===== config.mk =====
export PLATFORM = sky130hd
export DESIGN_NAME = alu_serial_rx
export DESIGN_NICKNAME = d
export VERILOG_FILES = /design/src/rtl/alu_serial_rx.sv
export SDC_FILE = /design/constraint.sdc
export NUM_CORES = 1
export LEC_CHECK = 0
export ABC_AREA = 1
export CORE_UTILIZATION = 50
export DETAILED_ROUTE_END_ITERATION = 12
export HOLD_SLACK_MARGIN = 0.06
export PLACE_DENSITY = 0.75
export SETUP_SLACK_MARGIN = 0.15
export SLEW_MARGIN = 20
export SYNTH_ARGS = -nofsm -noshare
export SYNTH_HDL_FRONTEND = slang
export SYNTH_SLANG_ARGS = --single-unit

===== constraint.sdc =====
create_clock -name clk -period 1.8 [get_ports clk]
set_input_delay 0.18 -clock clk [delete_from_list [all_inputs] [get_ports clk]]
set_output_delay 0.18 -clock clk [all_outputs]
set_load 0.01 [all_outputs]

===== src/rtl/alu_serial_rx.sv =====
// alu_serial_rx
//   Serial frame receiver for the ALU input link. Deserializes 11-bit packets
//   (start 0, type, 8 payload bits MSB first, stop 1) from sin, assembles
//   operand B then A from eight DATA packets, and checks the CTL packet's
//   CRC-4 (x^4+x+1 over {B, A, 1'b1, OP}) and opcode. Every completed or
//   aborted frame produces a one-cycle rx_done strobe with error flags.
//
//   Optional feature macro: ALU_RX_TIMEOUT_EN
//     When defined, a partial frame left idle for TIMEOUT_CYCLES cycles is
//     aborted with err_data. When undefined, a partial frame waits forever.
//
//   Ports:
//     clk       in   clock, sin sampled on the rising edge
//     rst       in   synchronous active-high reset
//     sin       in   serial input, idles high
//     rx_done   out  one-cycle strobe, frame accepted or aborted
//     a, b      out  32-bit operands, valid on an error-free rx_done
//     op        out  3-bit opcode, valid on an error-free rx_done
//     err_data  out  wrong DATA count, framing error or timeout
//     err_crc   out  CRC mismatch
//     err_op    out  unsupported opcode
module alu_serial_rx #(
  parameter int unsigned TIMEOUT_CYCLES = 64
) (
  input  logic        clk,
  input  logic        rst,
  input  logic        sin,
  output logic        rx_done,
  output logic [31:0] a,
  output logic [31:0] b,
  output logic [2:0]  op,
  output logic        err_data,
  output logic        err_crc,
  output logic        err_op
);

  typedef enum logic [2:0] {
    ST_IDLE,
    ST_SHIFT,
    ST_STOP,
    ST_DONE,
    ST_WAIT_HIGH
  } state_t;

  state_t      state;
  logic [3:0]  bit_cnt;
  logic        is_ctl;
  logic [7:0]  pkt;
  logic [63:0] data_sr;
  logic [3:0]  count;
  logic [3:0]  crc;
  logic [3:0]  crc_final;

`ifdef ALU_RX_TIMEOUT_EN
  localparam int unsigned IW = $clog2(TIMEOUT_CYCLES + 1);
  logic [IW-1:0] idle_cnt;
`endif

  function automatic logic [3:0] crc_step(input logic [3:0] c, input logic d);
    logic fb;
    fb = c[3] ^ d;
    return {c[2:0], 1'b0} ^ {2'b00, fb, fb};
  endfunction

  function automatic logic [3:0] crc_byte(input logic [3:0] c, input logic [7:0] d);
    logic [3:0] r;
    r = c;
    for (int unsigned i = 0; i < 8; i++) r = crc_step(r, d[7-i]);
    return r;
  endfunction

  // DATA bytes are folded into crc as each packet completes; the CTL tail
  // {1'b1, OP} is folded in here from the received CTL payload.
  always_comb begin
    crc_final = crc_step(crc, 1'b1);
    for (int unsigned i = 0; i < 3; i++) crc_final = crc_step(crc_final, pkt[6-i]);
  end

  always_ff @(posedge clk) begin
    if (rst) begin
      state    <= ST_IDLE;
      bit_cnt  <= '0;
      is_ctl   <= 1'b0;
      pkt      <= '0;
      data_sr  <= '0;
      count    <= '0;
      crc      <= '0;
      rx_done  <= 1'b0;
      a        <= '0;
      b        <= '0;
      op       <= '0;
      err_data <= 1'b0;
      err_crc  <= 1'b0;
      err_op   <= 1'b0;
`ifdef ALU_RX_TIMEOUT_EN
      idle_cnt <= '0;
`endif
    end else begin
      rx_done  <= 1'b0;
      err_data <= 1'b0;
      err_crc  <= 1'b0;
      err_op   <= 1'b0;

      case (state)
        ST_IDLE: begin
          if (!sin) begin
            state   <= ST_SHIFT;
            bit_cnt <= '0;
`ifdef ALU_RX_TIMEOUT_EN
            idle_cnt <= '0;
`endif
          end
`ifdef ALU_RX_TIMEOUT_EN
          else if (count != 4'd0) begin
            if (idle_cnt == IW'(TIMEOUT_CYCLES - 1)) begin
              rx_done  <= 1'b1;
              err_data <= 1'b1;
              count    <= '0;
              crc      <= '0;
              data_sr  <= '0;
              idle_cnt <= '0;
            end else begin
              idle_cnt <= idle_cnt + 1'b1;
            end
          end
`endif
        end

        ST_SHIFT: begin
          if (bit_cnt == 4'd0) is_ctl <= sin;
          else                 pkt    <= {pkt[6:0], sin};
          if (bit_cnt == 4'd8) state   <= ST_STOP;
          else                 bit_cnt <= bit_cnt + 1'b1;
        end

        ST_STOP: begin
          if (!sin) begin
            rx_done  <= 1'b1;
            err_data <= 1'b1;
            count    <= '0;
            crc      <= '0;
            data_sr  <= '0;
            state    <= ST_WAIT_HIGH;
          end else if (is_ctl) begin
            state <= ST_DONE;
          end else begin
            if (count < 4'd8) begin
              data_sr <= {data_sr[55:0], pkt};
              crc     <= crc_byte(crc, pkt);
            end
            if (count < 4'd9) count <= count + 1'b1;
            state <= ST_IDLE;
          end
        end

        ST_DONE: begin
          rx_done <= 1'b1;
          if (count != 4'd8) begin
            err_data <= 1'b1;
          end else if (crc_final != pkt[3:0]) begin
            err_crc <= 1'b1;
          end else if (pkt[5]) begin
            // valid opcodes are 000, 001, 100, 101: OP[1] must be clear
            err_op <= 1'b1;
          end else begin
            b  <= data_sr[63:32];
            a  <= data_sr[31:0];
            op <= pkt[6:4];
          end
          count   <= '0;
          crc     <= '0;
          data_sr <= '0;
          // the next start bit may already be on the line this cycle
          if (!sin) begin
            state   <= ST_SHIFT;
            bit_cnt <= '0;
          end else begin
            state <= ST_IDLE;
          end
        end

        ST_WAIT_HIGH: begin
          if (sin) state <= ST_IDLE;
        end

        default: state <= ST_IDLE;
      endcase
    end
  end

endmodule


---- Word-level counts from Yosys, hierarchy flattened ----
Index checks and enable logic that the tools add are counted.
word-level totals
  output and inout port bits .............. 71
  input port bits ......................... 3
  flip-flop bits (word level) ............. 158
  word-level logic and storage cells ...... 104
cells by class
  mux-type cells .......................... 28
  equality and inequality tests ........... 15
  magnitude comparators ................... 2
  bitwise logic cells ..................... 29
  $add $sub $neg .......................... 2
  reduce and logical (&&, ||, !) cells .... 14
operators with widths
  cell                                                              number
  64-bit two-way mux                                                3
  64-bit case mux with 2 select lines                               1
  4-bit by 2-bit bitwise XOR with 4-bit output                      12
  4-bit two-way mux                                                 8
  4-bit case mux with 2 select lines                                3
  3-bit case mux with 5 select lines                                1
  3-bit two-way mux                                                 4
  3-bit AND reduction                                               4
  1-bit bitwise XOR                                                 11
  2-bit inequality test (second input constant)                     5
  3-bit inequality test (second input constant)                     3
  4-bit by 1-bit adder with 4-bit output (second input constant)    2
  4-bit less-than comparator (second input constant)                2
  3-bit by 2-bit == test with 1-bit output (second input constant)  2
  1-bit inverter                                                    6
  1-bit two-way mux                                                 5
  4-bit == test (second input constant)                             1
  4-bit logical NOT                                                 1
  4-bit inequality test                                             1
  4-bit inequality test (second input constant)                     1
  1-bit case mux with 2 select lines                                2
  2-bit AND reduction                                               2
  4-bit AND reduction                                               1
  2-bit nonzero test                                                2
  7 further kinds                                                   7

---- Logic depth before layout (Yosys ltp) ----
  depth after elaboration ................. 20
  gate-level depth with buffers ........... 14

---- Worst setup path after synthesis ----
No wires, ideal clock.
  path kind ............................... reg2reg
  start ................................... reg pkt[5]
  end ..................................... reg a[0]
  period minus slack after synthesis ...... 1.683 ns
  cell stages (with the launch flop) ...... 13
  required time ........................... 1.687 ns
  arrival ................................. 1.570 ns
  path slack .............................. 0.117 ns
  setup time .............................. 0.113 ns
  cell sequence ........................... dfxtp_1 inv_2 nand2_1 nand2_1 or2_1 nand3_1 nand2_2 nor2_4 nand3_2 buf_6 buf_2 nor2_1 nor2_1
between the ends
  word-level cells in the longest chain between the ends .. 6
RTL lines
  element                                                    RTL line  RTL
  start, declared                                            48        logic [7:0] pkt;
  start signal, assigned                                     131       else pkt <= {pkt[6:0], sin};
  1-bit bitwise XOR                                          61        fb = c[3] ^ d;
  4-bit by 2-bit bitwise XOR with 4-bit output (2 in a row)  62        return {c[2:0], 1'b0} ^ {2'b00, fb, fb};
  4-bit inequality test                                      160       end else if (crc_final != pkt[3:0]) begin
  1-bit inverter (no source line)                            --
  4-bit AND reduction (no source line) (*)                   --
  end signal, assigned                                       167       a <= data_sr[31:0];
  end, declared                                              29        output logic [31:0] a,
Every way passes the cells marked *; elsewhere a longest branch is shown, timed or not.
A chain may end at the register's enable or synchronous reset.

---- Final worst setup path ----
  start ................................... reg pkt[5]
  end ..................................... reg b[20]
between the ends
  word-level cells in the longest chain between the ends .. 6
RTL lines
  element                                                    RTL line  RTL
  1-bit bitwise XOR                                          61
  4-bit by 2-bit bitwise XOR with 4-bit output (2 in a row)  62
  4-bit inequality test                                      160
  1-bit inverter (no source line)                            --
  4-bit AND reduction (no source line) (*)                   --
  end signal, assigned                                       166       b <= data_sr[63:32];
  end, declared                                              30        output logic [31:0] b,
Marked as above.

==> results.md <==
Status:
- The run finished, with violations left.
- The final reports fail on negative setup slack.

Clock network:
- The CTS tree is built.
- The number of hold buffers added after CTS was 0.
- The clock edge transition at the registers on the reported setup and hold paths is 0.06 ns.
- Clock tree synthesis inserted a total of 17 buffers.
- The number of sinks handled by clock tree synthesis is 158.
- The clock root buffer is clkbuf_16.
- The source-to-sink clock delay at the later pin of the worst-skew pair is about 0.44 ns.
- The H-tree depth is 4.
- The maximum buffer depth of the clock tree is 2.

STA:
- Counting I/O delays and the setup requirement, the final critical path takes about 1.9 ns.
- The peak clock frequency supported by timing is between 500 and 600 MHz.
- The worst hold slack is 0.220 ns.
- The post-route worst setup slack is -0.114 ns.
- The total count of max-transition violations in the final report was 0.
- Between clock sinks in the finished design, the worst skew comes to 0.0127 ns.
- The post-route clock period utilization is 106%.
- Setup violations remaining at the end of the flow were counted as 60.
- Setup repair after global routing could not meet its margin everywhere.
- The final-report hold violation count is 0.
- For the final routed database, the setup TNS stands at -2.05 ns.

Synth:
- Synthesis produced 924 cells.
- The number of nets in the synthesized netlist is around 930.
- The yosys synthesis warning count is 0.
- The cell area after technology mapping is 6360 um2.
- Yosys mapped a number of flops with a built-in enable equal to 0.
- Averaged over all synthesized cells, the footprint is 6.88 um2.
- After synthesis, the share of flip-flops with an asynchronous set or reset is 0%.
- Counting flops and latches in the post-synthesis netlist gives 158.
- In the synthesized netlist the dominant register cell turns out to be dfxtp_1.
- The post-synthesis cell type count is 33.
- The fraction of the yosys area taken by sequential cells is 49.7%.

Placed design:
- Once detailed placement completed, the half-perimeter wirelength came to 9180 um.
- The routability congestion estimate from global placement is 0.858.
- Once placement completed, the tool counted placed cells totaling 1172.
- The minimum setup slack after placement is -0.0878 ns.
- The standard cell area after detailed placement is 7570 um2.
- Port buffering added 72 buffers.

Layout:
- Of the cells placed in the final design, the portion with a size suffix greater than 1 is between 20% and 30%.
- The final cell count without fillers is approximately 1300.
- The net count of the finished layout is about 1100.
- The final instance area is 9560 um2.
- The repair_antennas step left the layout with diodes totalling 0.
- The area added between synthesis and finish is 50.3%.
- In the layout the commonest cells are nand2_1 (252), dfxtp_1 (153), nor2_1 (103).
- The most common library cell in the layout ignoring fill and taps is nand2_1.

Floorplanning:
- After floorplanning, the core was divided into 40 placement rows.
- The full die area is 13200 um2.
- 74 I/O pins were placed.
- The floorplan step set the die height to 115 um.
- The area of the core region is 12200 um2.
- The floorplan step set the die width to 115 um.
- The starting density of the core is 52.1%.

Critical path:
- The critical path data required time is 2.13 ns.
- In this run the worst path has a maximum fanout of 14.
- The critical path goes through inv_2 -> nand2_2 -> nand2_2 -> or2_4 -> nand3_4 -> nand2_4 -> nor2_4 -> nand3_4 -> buf_4 -> clkbuf_16 -> nor2_1 -> nor2_1.
- The kind of end point of the critical path is a flop.
- The slowest stage of the critical path belongs to the cell dfxtp_4.
- The critical path starts at pkt[5].
- Counting both buffers and inverters, the worst setup path holds a total of 3.
- Broken down by cell family, the worst path's largest delay share belongs to simple AND/OR/NAND/NOR gates.
- The arrival time of data at the critical path endpoint is 2.24 ns.
- STA classifies the critical path startpoint as a flop.
- The start of the worst register-to-register path is pkt[5].
- The type of the worst setup path is flop to flop.
- The largest stage delay on the critical path is 0.38 ns.

Routing:
- For this run, design rule violations remaining after detail routing come to 0.
- The average routed wire per standard cell is 15.5 um.
- The routed via count divided by cell count is 5.17.
- For this run, the detailed router's first-pass iteration total came to 6.
- Summed over all layers, the routed wires come to 19400 um.
- The total number of vias is 6466.
- The count of nets left with antenna violations once routing finished came out at 0.
- The first routing iteration left ~580 violations.

Power and ir drop:
- IR analysis of the VDD net gives a maximum drop of around 0.58 mV.
- The power density over the cells is between 1000 and 1500 nW/um2.
- Summed over all cells, the static leakage comes to about 0.0043 uW.

Hold path:
- The worst hold path belongs to the class input pin to flop.
- The worst hold path begins at rst.

Global route:
- The initial antenna violation count is 0.
- The total global-route track usage is 25.5%.
- The number of global-route vias before repair is 5597.
- Entering global routing, the biggest net connects 78 pins.
- The first global-routing pass estimated 26200 um of wire.
- Summed over all layers, the global routing overflow is 0.

Run:
- The number of maximum-capacitance violations is 0.
registers in the layout, indices dropped and copies added (netlist names):
signal,flops
err_op,1
state,3
pkt,8
rx_done,1
b,32
is_ctl,1
err_data,1
crc,4
err_crc,1
op,2
data_sr,64
bit_cnt,4
count,4
a,32
cells in the mapped netlist, types with 2 or more instances:
library cell	n	area, um2
clkbuf_1	23	86.3
dfxtp_1	158	3160
buf_1	5	18.8
buf_6	3	33.8
nor3_1	5	25.0
inv_1	98	368
o21ai_0	15	75.1
nand3_2	2	20.0
nand2_1	320	1200
a21oi_1	89	445
buf_2	15	75.1
nand4_1	2	12.5
nand3_1	27	135
inv_2	3	11.3
nor2_1	138	518
ha_1	4	50.1
kinds of logic after synthesis:
logic type                 synth area share, %
AOI/OAI and AO/OA                         8.74
other                                   0.0590
and+or+nand+nor                           30.9
buffers and inverters                     9.50
xor gates and xnor gates                 0.275
adders and majority gates                0.787
DFF                                       49.7
through the flow:
| stage | util [%] | power (uW) |
|---|---|---|
| 5_1_grt | 78.3 | 10200 |
| 2_1_floorplan | - | 4730 |
| 6_report | 78.3 | 9860 |
| 4_1_cts | 70.9 | 9280 |
| 3_5_place_dp | 62.0 | 5380 |
| 3_3_place_gp | 62.0 | 5350 |
final timing paths:
| path | to | cells past startpoint | slack, ns |
|---|---|---|---|
| hold reg to reg | data_sr[59] | 2 | 0.47 |
| setup / recovery | b[20] | 12 | -0.11 |
| hold / removal | op[0] | 4 | 0.22 |
| setup reg to reg | b[20] | 12 | -0.11 |
area by class of cell:
type	instances	area (um2)
inverter	102	383
timing repair buffer	173	2000
sequential	158	3170
clock inverter	12	160
multi-input combinational	617	3180
fill	771	2650
clock buffer	20	457
tap	168	210
power by group:
| part | switching, uW | internal, uW |
|---|---|---|
| Clock | 1520 | 2260 |
| Combinational | 1280 | 1050 |
| Sequential | 125 | 3620 |
layer usage:
layer | global-route usage (%) | vias to the layer above | wire length [um]
li1 | - | 3111 | -
met1 | 32.5 | 3031 | 8270
met2 | 42.0 | 259 | 9320
met3 | 5.32 | 65 | 1090
met4 | 11.3 | 0 | 671
met5 | 0 | - | 0
worst reg2reg max path: stages, from the launching register on:
cell	delay (ns)
dfxtp_4	0.38
inv_2	0.05
nand2_2	0.07
nand2_2	0.07
or2_4	0.25
nand3_4	0.08
nand2_4	0.07
nor2_4	0.11
nand3_4	0.15
buf_4	0.20
clkbuf_16	0.17
nor2_1	0.15
nor2_1	0.07
repair_timing:
| action | CTS | global route |
|---|---|---|
| gates cloned | 6 | 11 |
| resized for setup | 58 | 165 |
| pin swaps | 12 | 44 |
| setup endpoints to repair | 136 | 143 |
| buffers inserted | 17 | 12 |
(Power assumes the default switching activity.)
